===== src/rtl/bingo_disp_pkg.sv =====
// Shared colours, line-index encoding and elaboration helpers for the Bingo
// board renderer.
package bingo_disp_pkg;

  localparam logic [11:0] FRAME_COLOR  = 12'h732;
  localparam logic [11:0] CIRCLE_COLOR = 12'hc22;
  localparam logic [11:0] LINE_COLOR   = 12'hfd0;
  localparam logic [11:0] CURSOR_COLOR = 12'h0ff;

  // line vector layout: rows [n-1:0], columns [2n-1:n], then both diagonals
  function automatic int line_row0(input int n);
    return 0;
  endfunction

  function automatic int line_col0(input int n);
    return n;
  endfunction

  function automatic int line_diag(input int n);
    return 2 * n;
  endfunction

  function automatic int line_anti(input int n);
    return 2 * n + 1;
  endfunction

  function automatic int clog2(input int v);
    int r;
    r = 0;
    while ((1 << r) < v) r++;
    return r;
  endfunction

  function automatic int abs_i(input int a);
    return (a < 0) ? -a : a;
  endfunction

endpackage


===== src/rtl/bingo_frame_sync.sv =====
// Frame-start detection, per-frame shadow copies of the board state, and the
// cursor blink counter.
module bingo_frame_sync
  import bingo_disp_pkg::*;
#(
  parameter int N            = 5,
  parameter int VAL_W        = 5,
  parameter int BLINK_FRAMES = 30
) (
  input  logic                   clk,
  input  logic                   rst,
  input  logic [9:0]             h_cnt,
  input  logic [9:0]             v_cnt,
  input  logic [N*N*VAL_W-1:0]   map,
  input  logic [N*N-1:0]         circle,
  input  logic [2*N+1:0]         line,
  input  logic [2:0]             cursor_x,
  input  logic [2:0]             cursor_y,
  input  logic                   cursor_en,
  output logic                   frame_start,
  output logic                   armed,
  output logic [N*N*VAL_W-1:0]   map_sh,
  output logic [N*N-1:0]         circle_sh,
  output logic [2*N+1:0]         line_sh,
  output logic [2:0]             cur_x_sh,
  output logic [2:0]             cur_y_sh,
  output logic                   cur_en_sh,
  output logic                   blink_sh
);

  localparam int CW = clog2(BLINK_FRAMES) + 1;

  logic [CW-1:0] frame_cnt;
  logic          blink_on;

  assign frame_start = (h_cnt == 10'd0) && (v_cnt == 10'd0);

  // blink_sh holds the phase in force before this frame's toggle, so a phase
  // lasts exactly BLINK_FRAMES frames counted from reset
  always_ff @(posedge clk) begin
    if (rst) begin
      frame_cnt <= '0;
      blink_on  <= 1'b1;
      blink_sh  <= 1'b0;
      armed     <= 1'b0;
      map_sh    <= '0;
      circle_sh <= '0;
      line_sh   <= '0;
      cur_x_sh  <= '0;
      cur_y_sh  <= '0;
      cur_en_sh <= 1'b0;
    end else if (frame_start) begin
      armed     <= 1'b1;
      map_sh    <= map;
      circle_sh <= circle;
      line_sh   <= line;
      cur_x_sh  <= cursor_x;
      cur_y_sh  <= cursor_y;
      cur_en_sh <= cursor_en;
      blink_sh  <= blink_on;
      if (frame_cnt == CW'(BLINK_FRAMES - 1)) begin
        frame_cnt <= '0;
        blink_on  <= ~blink_on;
      end else begin
        frame_cnt <= frame_cnt + 1'b1;
      end
    end
  end

endmodule


===== src/rtl/bingo_board_renderer.sv =====
// Three-stage pixel pipeline: geometry + ROM addressing, hit detection,
// colour composition for an N x N Bingo board.
module bingo_board_renderer
  import bingo_disp_pkg::*;
#(
  parameter int N            = 5,
  parameter int CELL         = 64,
  parameter int ORIGIN_X     = 160,
  parameter int ORIGIN_Y     = 80,
  parameter int FRAME_W      = 2,
  parameter int VAL_W        = 5,
  parameter int R_IN         = 24,
  parameter int R_OUT        = 28,
  parameter int LINE_W       = 6,
  parameter int BLINK_FRAMES = 30,
  parameter int BACK_W       = 160,
  parameter int BACK_H       = 120,
  localparam int LC          = clog2(CELL)
) (
  input  logic                   clk,
  input  logic                   rst,
  input  logic [9:0]             h_cnt,
  input  logic [9:0]             v_cnt,
  input  logic                   valid_in,
  input  logic                   hsync_in,
  input  logic                   vsync_in,
  input  logic [N*N*VAL_W-1:0]   map,
  input  logic [N*N-1:0]         circle,
  input  logic [2*N+1:0]         line,
  input  logic [2:0]             cursor_x,
  input  logic [2:0]             cursor_y,
  input  logic                   cursor_en,
  output logic [VAL_W+2*LC-1:0]  sprite_addr,
  output logic [16:0]            back_addr,
  input  logic [11:0]            sprite_data,
  input  logic [11:0]            back_data,
  output logic [11:0]            pixel,
  output logic                   hsync,
  output logic                   vsync
);

  localparam int BW = N * CELL;

  logic                 frame_start, armed, cur_en_sh, blink_sh;
  logic [N*N*VAL_W-1:0] map_sh;
  logic [N*N-1:0]       circle_sh;
  logic [2*N+1:0]       line_sh;
  logic [2:0]           cur_x_sh, cur_y_sh;

  bingo_frame_sync #(.N(N), .VAL_W(VAL_W), .BLINK_FRAMES(BLINK_FRAMES)) u_sync (
    .clk(clk), .rst(rst), .h_cnt(h_cnt), .v_cnt(v_cnt),
    .map(map), .circle(circle), .line(line),
    .cursor_x(cursor_x), .cursor_y(cursor_y), .cursor_en(cursor_en),
    .frame_start(frame_start), .armed(armed),
    .map_sh(map_sh), .circle_sh(circle_sh), .line_sh(line_sh),
    .cur_x_sh(cur_x_sh), .cur_y_sh(cur_y_sh), .cur_en_sh(cur_en_sh),
    .blink_sh(blink_sh)
  );

  logic [1:0] vld_pipe, hs_pipe, vs_pipe;

  // ---- S1: geometry and ROM addresses ----
  logic signed [11:0]   gx0, gy0, gx1, gy1;
  logic                 inb0, inf0, inb1, inf1;
  logic [N*N*VAL_W-1:0] map_cur;
  logic [VAL_W-1:0]     val0;
  int                   ba0;

  always_comb begin
    gx0  = $signed({2'b00, h_cnt}) - 12'(ORIGIN_X);
    gy0  = $signed({2'b00, v_cnt}) - 12'(ORIGIN_Y);
    inb0 = (gx0 >= 0) && (gx0 < BW) && (gy0 >= 0) && (gy0 < BW);
    inf0 = !inb0 && (gx0 >= -FRAME_W) && (gx0 < BW + FRAME_W) &&
           (gy0 >= -FRAME_W) && (gy0 < BW + FRAME_W);
    // the frame_start pixel must already see the incoming map
    map_cur = frame_start ? map : map_sh;
    val0 = '0;
    for (int i = 0; i < N * N; i++)
      if (inb0 && i == int'(gx0[LC +: 3]) + int'(gy0[LC +: 3]) * N)
        val0 = map_cur[i*VAL_W +: VAL_W];
    if (inb0) ba0 = int'(gx0 >>> 1) + int'(gy0 >>> 1) * (BW / 2);
    else      ba0 = (int'(v_cnt) % BACK_H) * BACK_W + int'(h_cnt) % BACK_W;
  end

  always_ff @(posedge clk) begin
    if (rst) begin
      gx1 <= '0; gy1 <= '0; inb1 <= 1'b0; inf1 <= 1'b0;
      sprite_addr <= '0; back_addr <= '0;
      vld_pipe[0] <= 1'b0; hs_pipe[0] <= 1'b0; vs_pipe[0] <= 1'b0;
    end else begin
      gx1 <= gx0; gy1 <= gy0; inb1 <= inb0; inf1 <= inf0;
      sprite_addr <= {val0, gy0[LC-1:0], gx0[LC-1:0]};
      back_addr   <= 17'(ba0);
      vld_pipe[0] <= valid_in & (armed | frame_start);
      hs_pipe[0]  <= hsync_in;
      vs_pipe[0]  <= vsync_in;
    end
  end

  // ---- S2: hit flags ----
  int   x, y, lx, ly, cx, cy, dx, dy, d2;
  logic ring_c, line_c, cur_c, edge_c;
  logic ring2, line2, cur2, inb2, inf2;

  always_comb begin
    x  = int'(gx1);
    y  = int'(gy1);
    lx = int'(gx1[LC-1:0]);
    ly = int'(gy1[LC-1:0]);
    cx = int'(gx1[LC +: 3]);
    cy = int'(gy1[LC +: 3]);
    dx = lx - CELL / 2;
    dy = ly - CELL / 2;
    d2 = dx * dx + dy * dy;
    ring_c = 1'b0;
    for (int i = 0; i < N * N; i++)
      if (i == cx + cy * N && circle_sh[i]) ring_c = 1'b1;
    ring_c = ring_c && inb1 && (d2 >= R_IN * R_IN) && (d2 < R_OUT * R_OUT);
    line_c = 1'b0;
    for (int r = 0; r < N; r++) begin
      if (line_sh[line_row0(N) + r] && abs_i(y - (r * CELL + CELL / 2)) < LINE_W / 2)
        line_c = 1'b1;
      if (line_sh[line_col0(N) + r] && abs_i(x - (r * CELL + CELL / 2)) < LINE_W / 2)
        line_c = 1'b1;
    end
    if (line_sh[line_diag(N)] && abs_i(x - y) < LINE_W) line_c = 1'b1;
    if (line_sh[line_anti(N)] && abs_i(x + y - (BW - 1)) < LINE_W) line_c = 1'b1;
    line_c = line_c && inb1;
    edge_c = (lx < 2) || (lx >= CELL - 2) || (ly < 2) || (ly >= CELL - 2);
    cur_c  = inb1 && cur_en_sh && blink_sh && edge_c &&
             int'(cur_x_sh) == cx && int'(cur_y_sh) == cy;
  end

  always_ff @(posedge clk) begin
    if (rst) begin
      ring2 <= 1'b0; line2 <= 1'b0; cur2 <= 1'b0; inb2 <= 1'b0; inf2 <= 1'b0;
      vld_pipe[1] <= 1'b0; hs_pipe[1] <= 1'b0; vs_pipe[1] <= 1'b0;
    end else begin
      ring2 <= ring_c; line2 <= line_c; cur2 <= cur_c; inb2 <= inb1; inf2 <= inf1;
      vld_pipe[1] <= vld_pipe[0]; hs_pipe[1] <= hs_pipe[0]; vs_pipe[1] <= vs_pipe[0];
    end
  end

  // ---- S3: compose ----
  logic [11:0] pix_c;

  always_comb begin
    pix_c = back_data;
    if (!vld_pipe[1])             pix_c = 12'h000;
    else if (inb2) begin
      if (line2)                  pix_c = LINE_COLOR;
      else if (ring2)             pix_c = CIRCLE_COLOR;
      else if (cur2)              pix_c = CURSOR_COLOR;
      else if (sprite_data != '0) pix_c = sprite_data;
    end else if (inf2)            pix_c = FRAME_COLOR;
  end

  always_ff @(posedge clk) begin
    if (rst) begin
      pixel <= '0; hsync <= 1'b0; vsync <= 1'b0;
    end else begin
      pixel <= pix_c; hsync <= hs_pipe[1]; vsync <= vs_pipe[1];
    end
  end

endmodule


===== config.mk =====
export PLATFORM = sky130hd
export DESIGN_NAME = bingo_board_renderer
export DESIGN_NICKNAME = d
export VERILOG_FILES = /design/src/rtl/bingo_disp_pkg.sv /design/src/rtl/bingo_frame_sync.sv /design/src/rtl/bingo_board_renderer.sv
export SDC_FILE = /design/constraint.sdc
export NUM_CORES = 1
export LEC_CHECK = 0
export ABC_AREA = 1
export CAP_MARGIN = 30
export CORE_AREA = 2 2 196 198
export CTS_CLUSTER_SIZE = 16
export DETAILED_ROUTE_END_ITERATION = 8
export DIE_AREA = 0 0 198 200
export GPL_TIMING_DRIVEN = 0
export PLACE_DENSITY = 0.88
export SLEW_MARGIN = 20
export SYNTH_ARGS = -nofsm -noshare
export SYNTH_HDL_FRONTEND = slang
export SYNTH_SLANG_ARGS = --single-unit

===== constraint.sdc =====
create_clock -name clk -period 9.97 [get_ports clk]
set_input_delay 2.4925 -clock clk [delete_from_list [all_inputs] [get_ports clk]]
set_output_delay 2.4925 -clock clk [all_outputs]
set_load 0.1 [all_outputs]

[Word level (Yosys, flattened, before mapping)]
Index checks and enable logic that the tools add are counted.
Word-level totals
  register bits: 261
  bits in latches: 0
  bits in writable memories: 0
  memory bits (read-only): 0
  input bits: 218
  output and inout port bits: 48
  word-level logic and storage cells: 339
  memories kept: 0
Operators by class
  add/subtract/negate cells: 35
  multipliers: 6
  divide/modulo/power cells: 2
  magnitude comparators: 38
  equal/unequal tests: 51
  shifts and indexed selects: 0
  mux-type cells: 83
  bitwise logic cells: 4
  reduce and logical (&&, ||, !) cells: 90
Operator list (number)
  $eq A5 B32 Y1 const A: 16
  $eq A6 B32 Y1 const A: 16
  $mux W32: 12
  $neg A12 Y32: 11
  $lt A32 B3 Y1 const B: 10
  $eq A4 B32 Y1 const A: 8
  $lt A12 B1 Y1 const B: 11
  $eq A3 B32 Y1 const A: 4
  $mux W125: 1
  $mux W5: 25
  $logic_and A1 B1 Y1: 79
  $mux W12: 6
  $eq A2 B32 Y1 const A: 2
  $logic_not A32 Y1: 2
  $lt A32 B4 Y1 const B: 2
  $sub A11 B9 Y12 const B: 4
  $lt A11 B10 Y1 const B: 4
  $mux W1: 37
  $mod A11 B8 Y32 const B: 1
  $mod A11 B9 Y32 const B: 1
  $mul A32 B4 Y12 const B: 1
  $neg A13 Y32: 1
  $mul A7 B7 Y14: 2
  $sub A11 B10 Y12 const B: 2
  36 further kinds: 51

[Logic depth before layout (Yosys ltp)]
  word-level depth: 32
  gate-level depth with buffers: 47
  gate-level depth less buffers: 46

[Cells and area by module]
A second synthesis with hierarchy kept.
Second synthesis, totals
  cell total of the unflattened synthesis: 3105
  area total of the unflattened synthesis: 21164.0 um^2
By module, submodules not included
  bingo_board_renderer: times used 1, cells an instance 2285, area an instance 14850.5 um^2, seq. area each 1421.4 um^2
  bingo_frame_sync: times used 1, cells an instance 820, area an instance 6313.6 um^2, seq. area each 3563.4 um^2

[Worst setup path before layout]
No wires, ideal clock.
  path type: input -> register
  from: input v_cnt[6]
  to: register back_addr[16]
  library setup time: 0.123 ns
  arrival time: 7.131 ns
  data required time: 9.847 ns
  slack: 2.716 ns
  stages: 40
  buffers on the path: 1
  path through: buf_6 -> nand2_2 -> nor2_1 -> ha_1 -> nand2_1 -> nand2_2 -> a21oi_2 -> nand2_1 -> inv_2 -> nor2_4 -> inv_4 -> nor2_1 -> o21ai_2 -> nor2_1 -> a21oi_2 -> nand2_1 -> nand2_1 -> nor2_1 -> (+4 left out) -> inv_1 -> ha_1 -> ha_1 -> fa_1 -> ha_1 -> nand2_1 -> o21ai_0 -> nand3_1 -> a21oi_1 -> nor2_1 -> o21bai_1 -> nand2_1 -> nand2_1 -> a21oi_1 -> xnor2_1 -> a21oi_1 -> o21ai_1 -> o21ai_0
On the way
  longest elaborated chain between the ends: 5
  elaborated cells between the ends (all ways): 11
  classes of those cells: 3 x add/sub; 2 x mul; 1 x div; 2 x order compare; 1 x mux; 2 x reduce/logical
Ends and longest elaborated chain
  from (decl): line bingo_board_renderer.sv:23  | input logic [9:0] v_cnt,
  parallel branches: the longest is 4 deep, another holds $mod A11 B8 Y32
  $mux W17 *: line bingo_board_renderer.sv:81  | if (inb0) ba0 = int'(gx0 >>> 1) + int'(gy0 >>> 1) * (BW / 2);
  to (signal assigned): line bingo_board_renderer.sv:93  | back_addr <= 17'(ba0);
  to (decl): line bingo_board_renderer.sv:34  | output logic [16:0] back_addr,
Every way passes the cells marked *.
A chain may end at the register's enable or synchronous reset.

[Final worst setup path]
  from: input v_cnt[7]
  to: register back_addr[16]
Same word-level chain as after synthesis.

==> results.py <==
metrics = {
    "outcome": {
        "status": "completed",
    },
    "run": {
        "cap_violations": 0,
    },
    "cells_and_area": {
        "instances_no_fill": 3718,
        "area_growth_pct": 21.3,
        "fin_area_sq_um": 24300,
        "drive_gt1_frac": 0.0343,
        "fin_nets": 3665,
        "layout_commonest_cell": "nand2_1",
        "layout_common_cells": "658 x nand2_1, 392 x inv_1, 333 x nor2_1, 276 x a21oi_1, 263 x clkdlybuf4s50_1",
        "diodes": 0,
    },
    "setup_path": {
        "path_delay_family": "simple AND/OR/NAND/NOR gates",
        "worstPathRequired_ns": 10.39,
        "critical_path_arrival_ns": 8.54,
        "max_stage_delay_ns": 0.62,
        "timing.critical_path.mode_cell": "nand2_1",
        "crit_slowest_cell": "clkdlybuf4s50_1",
        "critPathBufInv": 4,
        "endpoint_kind": "register",
        "worstSetupPathType": "in2reg",
        "crit_fanout": 5,
        "crit_path_start_kind": "input pin",
    },
    "clock_network": {
        "clockRootBuffer": "clkbuf_16",
        "hold_buffers": 0,
        "cts.sinks": 249,
        "cts.clk_slew.worst_paths_ns": 0.06,
        "cts.path.max_buffers": 3,
        "htreeDepth": 1,
        "cts_resized": 0,
        "cts_tree": "yes",
        "insertion_delay_ns": 0.58,
        "post-cts-setup-buffer-count": 0,
        "cts_buffers": 28,
    },
    "detailed_routing": {
        "totalWireLength_um": 61100,
        "drt-initial-drc-count": 1774,
        "drc_errors": 0,
        "dr.pass1.iters": 7,
        "via_count": 20400,
        "vias_per_cell": 5.50,
        "post_drt_wl_per_cell_um": 16.4,
        "antenna_left": 0,
    },
    "sta": {
        "tightestPinTransition_ns": 0.984,
        "fin_crit_sh": 0.814,
        "slew_violations": 0,
        "fin_crit_ns": 8.12,
        "fin_tns_setup_ns": 0,
        "rsz0062_at_grt": "false",
        "slew_headroom": 0.342,
        "fmax_mhz": 123,
        "finalHoldViolCount": 0,
        "skew_ns": 0.0210,
        "setup_viol": 0,
    },
    "yosys": {
        "synth.cell_area_sq_um": 20000,
        "muxShareOfSynthArea": 0.0120,
        "async_flop_share": 0,
        "syn_inst": 2889,
        "syn_area_per_cell_sq_um": 6.93,
        "ys_seq_area_frac": 0.249,
        "synth_ff_type": "dfxtp_1",
        "synthXorXnorAreaFrac": 0.0459,
        "synth_edf_count": 0,
        "synthAdderAreaFrac": 0.197,
        "ys_ff_latch": 249,
        "synth_warnings": 0,
        "synth_top_family_by_area": "simple AND/OR/NAND/NOR gates",
        "synth-simple-area-share": 0.258,
        "synth.distinct_cells": 62,
        "synth_compound_area_frac": 0.140,
    },
    "floorplanning": {
        "die_w_um": 198,
        "start_util": 0.535,
        "fp-row-count": 71,
        "die-area_sq_um": 39600,
        "core_sq_um": 37400,
        "num_io_pins": 266,
        "die_y_um": 200,
    },
    "power_and_ir_drop": {
        "combPwrFrac": 0.520,
        "intPower_mw": 2.53,
        "ir_worst_vdd_uv": 206,
        "clock_power_share": 0.243,
        "finalPower_mw": 4.41,
        "p_sw_mw": 1.88,
        "switching_share": 0.427,
        "seqPwrFrac": 0.237,
        "p_leak_nw": 11.7,
        "power-per-cell-area_nw_per_um2": 181,
    },
    "global_route": {
        "overflow": 0,
        "grt_pass1_vias": 19900,
        "antenna_found_initial": 5,
        "grt_usage": 0.304,
        "grt_max_degree": 16,
        "grt_pass1_wl_um": 96500,
    },
    "placed_design": {
        "dpl.hpwl_um": 49000,
        "placed_cells": 3665,
        "place.gp.congestion": 0.984,
        "placed_area_sq_um": 23300,
        "portBuffers": 263,
    },
    "worst_hold_path": {
        "hold_path.class": "reg2reg",
    },
}
==> logic make-up after synthesis <==
logic type / Yosys count
AOI/OAI and AO/OA: 504
xor gates and xnor gates: 105
adders and majority gates: 262
buffers and inverters: 501
DFF: 249
muxes: 24
other: 1
and+or+nand+nor: 1243
==> routing by layer <==
layer | GRT usage | wire [um] | vias up
met5 | 0 | 60 | -
met4 | 0.182 | 3900 | 8
met3 | 0.0482 | 5140 | 236
met2 | 0.524 | 28500 | 998
met1 | 0.359 | 23600 | 9261
li1 | - | - | 9942
==> area by class of cell <==
type                       count  area (sq um)
buffer                        97           440
sequential                   249          4980
timing repair buffer         265          2670
inverter                     404          1520
tap                          511           639
clock buffer                  42           813
multi-input combinational   2140         13100
clock inverter                10           144
fill                        3174         13100
==> power groups by stage <==
stage / combinational (mW) / sequential [mW] / clock (mW)
after floorplan: 1.56 / 1.21 / 0
after global placement: 2.18 / 1.07 / 0
after detailed placement: 2.26 / 1.07 / 0
after CTS: 2.28 / 1.04 / 1.07
after global routing: 2.57 / 1.05 / 1.12
final: 2.29 / 1.05 / 1.07
==> synth_stat cells (9+ instances only) <==
cell,n,area share
xnor2_1,32,0.014
nor4_1,24,0.0075
nor2_1,333,0.062
o21ai_0,131,0.033
dfxtp_1,249,0.25
a31oi_1,10,0.0031
nand3_1,89,0.022
buf_2,16,0.0040
nor3_1,39,0.0097
mux2i_1,24,0.012
fa_1,89,0.089
a221oi_1,9,0.0039
buf_4,13,0.0049
o22ai_1,10,0.0031
ha_1,173,0.11
nand4_1,67,0.021
a21oi_1,276,0.069
nand2_1,658,0.12
inv_1,392,0.073
clkbuf_1,59,0.011
xor2_1,73,0.032
==> per-stage QoR <==
step / hold slack (ns) / util / worst slack (ns)
6_report: 0.400 / 0.650 / 1.85
5_1_grt: 0.415 / 0.650 / 1.27
4_1_cts: 0.403 / 0.649 / 1.98
3_5_place_dp: 0.395 / 0.624 / 1.45
3_3_place_gp: 0.389 / 0.623 / 1.55
2_1_floorplan: 0.388 / - / 2.72
==> worst paths after layout <==
kind                        startpoint  cells after the start                        to  slack [ns]
min reg2reg      vs_pipe[0]$_SDFF_PP0_                      2     vs_pipe[1]$_SDFF_PP0_        0.40
max reg2reg  sprite_addr[5]$_SDFF_PP0_                     20          ring2$_SDFF_PP0_        2.79
min              vs_pipe[0]$_SDFF_PP0_                      2     vs_pipe[1]$_SDFF_PP0_        0.40
max                           v_cnt[7]                     40  back_addr[16]$_SDFF_PP0_        1.85
==> sequential cells by signal, indices dropped and copies added (netlist names), 3 cells and up <==
signal,flops
back_addr,17
gx1,5
gy1,5
pixel,12
sprite_addr,17
u_sync.circle_sh,25
u_sync.cur_x_sh,3
u_sync.cur_y_sh,3
u_sync.frame_cnt,6
u_sync.line_sh,12
u_sync.map_sh,125
==> worst register-to-register path: cells and delay by family (launching register included) <==
family | cells | cell delay [ns]
flip-flops | 1 | 0.63
buffers and inverters | 4 | 0.95
XOR/XNOR | 3 | 0.64
adder cells (fa/ha/maj) | 6 | 3.35
AO/OA/AOI/OAI | 1 | 0.13
AND/OR/NAND/NOR | 6 | 1.34
No activity file was read; power rests on OpenSTA's default activity.
